==> src/rtl/control_operandos_alu.sv <==
// Operand/opcode sequencer for a pushbutton-driven ALU: loads A, B, op, then
// captures the ALU result with zero/negative/error flags. Buttons are raw inputs.
module control_operandos_alu #(
  parameter int N_BITS = 8
) (
  input  logic              clk,
  input  logic              reset_n,
  input  logic [N_BITS-1:0] dato_entrada,
  input  logic              boton_cargar,
  input  logic              boton_limpiar,
  input  logic [N_BITS-1:0] resultado_alu,
  output logic [N_BITS-1:0] entrada_a,
  output logic [N_BITS-1:0] entrada_b,
  output logic [2:0]        operacion,
  output logic [N_BITS-1:0] resultado_reg,
  output logic [2:0]        estado,
  output logic              valido,
  output logic              flag_cero,
  output logic              flag_negativo,
  output logic              flag_error
);

  typedef enum logic [2:0] {
    ESPERA_A  = 3'd0,
    ESPERA_B  = 3'd1,
    ESPERA_OP = 3'd2,
    CALCULO   = 3'd3,
    MOSTRAR   = 3'd4
  } estado_t;

  estado_t    est;
  estado_t    est_nxt;
  logic [1:0] sinc_c;
  logic [1:0] sinc_l;
  logic       prev_c;
  logic       sync_cargar;
  logic       sync_limpiar;
  logic       pulso_cargar;
  logic       captura;
  logic       op_ok;

  assign sync_cargar  = sinc_c[1];
  assign sync_limpiar = sinc_l[1];
  assign pulso_cargar = sync_cargar & ~prev_c;
  assign estado       = est;
  assign op_ok        = (operacion inside {3'd1, 3'd2, 3'd3, 3'd4});

  always_ff @(posedge clk or negedge reset_n) begin
    if (!reset_n) begin
      sinc_c <= '0;
      sinc_l <= '0;
      prev_c <= 1'b0;
    end else begin
      sinc_c <= {sinc_c[0], boton_cargar};
      sinc_l <= {sinc_l[0], boton_limpiar};
      prev_c <= sync_cargar;
    end
  end

  always_comb begin
    est_nxt = est;
    case (est)
      ESPERA_A:  if (pulso_cargar) est_nxt = ESPERA_B;
      ESPERA_B:  if (pulso_cargar) est_nxt = ESPERA_OP;
      ESPERA_OP: if (pulso_cargar) est_nxt = CALCULO;
      CALCULO:   est_nxt = MOSTRAR;
      MOSTRAR:   if (pulso_cargar) est_nxt = ESPERA_B;
      default:   est_nxt = ESPERA_A;
    endcase
    if (sync_limpiar) est_nxt = ESPERA_A;
  end

  always_ff @(posedge clk or negedge reset_n) begin
    if (!reset_n) est <= ESPERA_A;
    else          est <= est_nxt;
  end

  // The result is taken one edge after CALCULO exits, so operands and
  // opcode have been stable for a full cycle at the ALU output.
  always_ff @(posedge clk or negedge reset_n) begin
    if (!reset_n) begin
      entrada_a     <= '0;
      entrada_b     <= '0;
      operacion     <= '0;
      resultado_reg <= '0;
      valido        <= 1'b0;
      flag_cero     <= 1'b0;
      flag_negativo <= 1'b0;
      flag_error    <= 1'b0;
      captura       <= 1'b0;
    end else if (sync_limpiar) begin
      entrada_a     <= '0;
      entrada_b     <= '0;
      operacion     <= '0;
      resultado_reg <= '0;
      valido        <= 1'b0;
      flag_cero     <= 1'b0;
      flag_negativo <= 1'b0;
      flag_error    <= 1'b0;
      captura       <= 1'b0;
    end else begin
      captura <= (est == CALCULO);
      if (captura) begin
        resultado_reg <= resultado_alu;
        valido        <= 1'b1;
        flag_cero     <= (resultado_alu == '0);
        flag_negativo <= resultado_alu[N_BITS-1];
        flag_error    <= ~op_ok;
      end
      case (est)
        ESPERA_A:  if (pulso_cargar) entrada_a <= dato_entrada;
        ESPERA_B:  if (pulso_cargar) entrada_b <= dato_entrada;
        ESPERA_OP: if (pulso_cargar) operacion <= dato_entrada[2:0];
        MOSTRAR: begin
          if (pulso_cargar) begin
            entrada_a <= dato_entrada;
            valido    <= 1'b0;
          end
        end
        default: ;
      endcase
    end
  end

endmodule

==> config.mk <==
export PLATFORM = sky130hd
export DESIGN_NAME = control_operandos_alu
export DESIGN_NICKNAME = d
export VERILOG_FILES = /design/src/rtl/control_operandos_alu.sv
export SDC_FILE = /design/constraint.sdc
export NUM_CORES = 1
export LEC_CHECK = 0
export ABC_AREA = 0
export ABC_CLOCK_PERIOD_IN_PS = 3100
export CAP_MARGIN = 20
export CORE_UTILIZATION = 40
export DETAILED_ROUTE_END_ITERATION = 10
export PLACE_DENSITY = 0.71
export SLEW_MARGIN = 30
export SYNTH_ARGS = -nofsm -noshare
export SYNTH_HDL_FRONTEND = slang
export SYNTH_SLANG_ARGS = --single-unit
==> constraint.sdc <==
create_clock -name clk -period 3.1 [get_ports clk]
set_input_delay 0.31 -clock clk [delete_from_list [all_inputs] [get_ports clk]]
set_output_delay 0.31 -clock clk [all_outputs]
set_load 0.1 [all_outputs]
==> results by group <==
Power
  – Clock power share: roughly 39%
  – Pwr/cell area: 483 nW/um^2
  – Net Sw Power: 289 uW
  – VDD IR max: roughly 250 uV
  – Sequential share of power: between 40 and 50%
  – Combinational fraction of design power: 13.3%
  – Cell-internal power: 831 uW
  – Sw Share: between 20 and 30%
  – LEAKAGE: 0.000979 uW

Clock network
  – CTS H-Tree Depth: 2
  – Cts-stage hold buffer count: 0
  – TritonCTS clock tree: yes
  – CTS root buf: clkbuf_8
  – TritonCTS Buffers: 5
  – Skew-Pair Late Insertion Delay: approximately 0.29 ns
  – Post-CTS Setup Repair Bufs: 0
  – Clk slew on worst S/H paths: roughly 0.080 ns
  – TritonCTS Sinks: 39
  – Post-CTS Resized: 0
  – Max clock buf depth: 2

Timing
  – Slew @ Worst Pin: about 1.0 ns
  – Max-slew violations: 0
  – Final number of setup-violating endpoints: 0
  – Fin Clk Skew: approximately 0.0082 ns
  – TNS Setup: 0 ns
  – Period utilization: between 60% and 70%
  – RSZ-0062 raised after global routing: no
  – Count of final hold-check violations: 0
  – Min Hold Slack: 0.124 ns
  – Final min period: between 2 and 2.5 ns
  – Slew headroom: 33.1%
  – Fmax: 466 MHz

Die
  – Starting density of the core: about 42%
  – Die Y: around 66 um
  – Row cnt: 23
  – IO Pins: 54
  – Die area: around 4400 um^2
  – Die Width: 66.5 um
  – Core Region: approximately 4000 um^2

Logic synthesis
  – Most frequent cell after synthesis: dfrtp_1
  – Post-Synthesis Cell Area: about 1700 um^2
  – Mapped Cells: ~150
  – Synthesis Warnings: 0
  – Top cells by area, synth: dfrtp_1 (59%), mux2i_1 (11%), nand2b_1 (7.1%), nand2_1 (4.3%), nor2_1 (3.2%)
  – Register area share after synthesis: between 50% and 60%
  – Synth cell types: 25
  – Synthesized net count: 169
  – Top cell type's share of synthesized area: 58.7%
  – #FFs+latches synth: 39
  – Syn_area_per_cell: around 11 um^2
  – Number of synthesized flops with an enable pin: 0
  – Ys flop type: dfrtp_1
  – Commonest cells in the netlist: dfrtp_1 (39), mux2i_1 (19), nand2_1 (19), nand2b_1 (19), nor2_1 (14)
  – Synth area leader: dfrtp_1
  – Async SR Flop Fraction: 100%

Place
  – Port Buffer Count: 53
  – Placed Cells incl. Taps: ~240
  – Placed cell area: about 2200 um^2
  – Placer Congestion: 0.718
  – Hpwl dp: around 2400 um

Worst setup path
  – Reg2reg start: estado[1]
  – Setup Crit Path Kind: reg -> out
  – Crit path cell chain: clkdlybuf4s50_1
  – Max incr delay on CP: 1.15 ns
  – CP bufs+invs: 1
  – Crit. Startpoint: operacion[0]
  – Worst endpoint data arrival time: 1.84 ns
  – Crit Path Max Fanout: 4
  – Setup crit end kind: output port
  – Worst Path Required: 2.79 ns
  – Critical Path Start Type: flip-flop
  – Worst path slowest cell: clkdlybuf4s50_1
  – Crit path max-delay family: buffers and inverters

GRT
  – GRT Util Overall: 18.8%
  – Overflow after GRT: 0
  – Initial antenna violation count: 0
  – First-pass GRT wire length: just under 6000 um
  – Vias in the first global route: 1250
  – Largest net degree at the start of global routing: 44

Run status
  – Outcome: completed

Final layout
  – Share of post-route cells with drive strength above 1: 9.00%
  – Post-route insts no fill: 250
  – Post-route cell area: ~2300 um^2
  – Area delta synth->final: 39.6%
  – Antenna cell count: 0
  – Fillers: between 300 and 400
  – Fin util: about three fifths
  – Fin nets: approximately 220

Routing
  – Pre-Repair DR Iteration Count: 4
  – DRC violations left: 0
  – Antenna Nets Post-Route: 0
  – Via count: roughly 1200
  – Avg WL per Cell: approximately 14 um
  – DR vias/cell: 4.97
  – Routed WL: approximately 3600 um
  – Iter 0 DRT Violations: 34

Worst hold path
  – Hold Crit Class: in -> async

Flow run
  – Number of max-cap violations: 0
worst paths after layout:
| path | endpoint | slack [ns] | cells after the start |
|---|---|---|---|
| worst max-delay path | operacion[0] | 0.95 | 1 |
| worst min register to register | sinc_l[1] | 0.35 | 0 |
| min in group clk | sinc_l[1] | 0.35 | 0 |
| worst max register to register | entrada_a[4] | 1.35 | 3 |
| max in group asynchronous | sinc_l[1] | 2.39 | 1 |
| worst min-delay path | valido | 0.12 | 1 |
layout by cell type (no fill, tap or decap), types with 2 or more instances in the layout:
cell type	count
a21oi_1	10
buf_4	4
clkbuf_8	6
clkdlybuf4s50_1	49
dfrtp_1	38
mux2i_1	19
nand2_1	19
nand2b_1	19
nor2_1	14
nor3b_1	2
nor4b_2	2
or4b_1	2
final cells by class:
type / count / area (um^2) / share of cell area [%]
Sequential cell: 39 / 977 / 42.1
Multi-Input combinational cell: 99 / 638 / 27.5
Timing Repair Buffer: 54 / 526 / 22.6
Clock buffer: 6 / 82.6 / 3.56
Tap cell: 50 / 62.6 / 2.70
Clock inverter: 2 / 35.0 / 1.51
logic make-up (layout without fill, tap and decap cells):
kind of cell / after synthesis / after routing / share of synthesized area [%]
compound gates: 15 / 15 / 5.42
buf+inv: 11 / 62 / 3.31
flops: 39 / 39 / 58.7
mux: 19 / 19 / 11.4
simple gates: 65 / 65 / 21.1
power by group through the flow:
stage | clock network (uW) | registers (uW) | logic, uW
floorplan | 0 | 598 | 36.9
global placement | 0 | 545 | 148
detailed placement | 0 | 547 | 150
CTS | 448 | 537 | 150
global route | 474 | 539 | 158
finish | 435 | 537 | 149
metrics by stage:
step | total power (uW) | worst slack, ns
after floorplan | 635 | 1.09
after global placement | 694 | 1.30
after detailed placement | 696 | 1.27
after CTS | 1140 | 0.936
after global routing | 1170 | 0.896
final | 1120 | 0.953
layer usage:
| metal | vias to the layer above | share of wire [%] | global-route usage, % |
|---|---|---|---|
| li1 | 596 | - | - |
| met1 | 589 | 44 | 22.5 |
| met2 | 52 | 46 | 29.3 |
| met3 | 5 | 8.4 | 7.71 |
| met4 | 0 | 1.3 | 9.04 |
| met5 | - | 0 | 0 |
No activity file was read; power rests on OpenSTA's default activity.
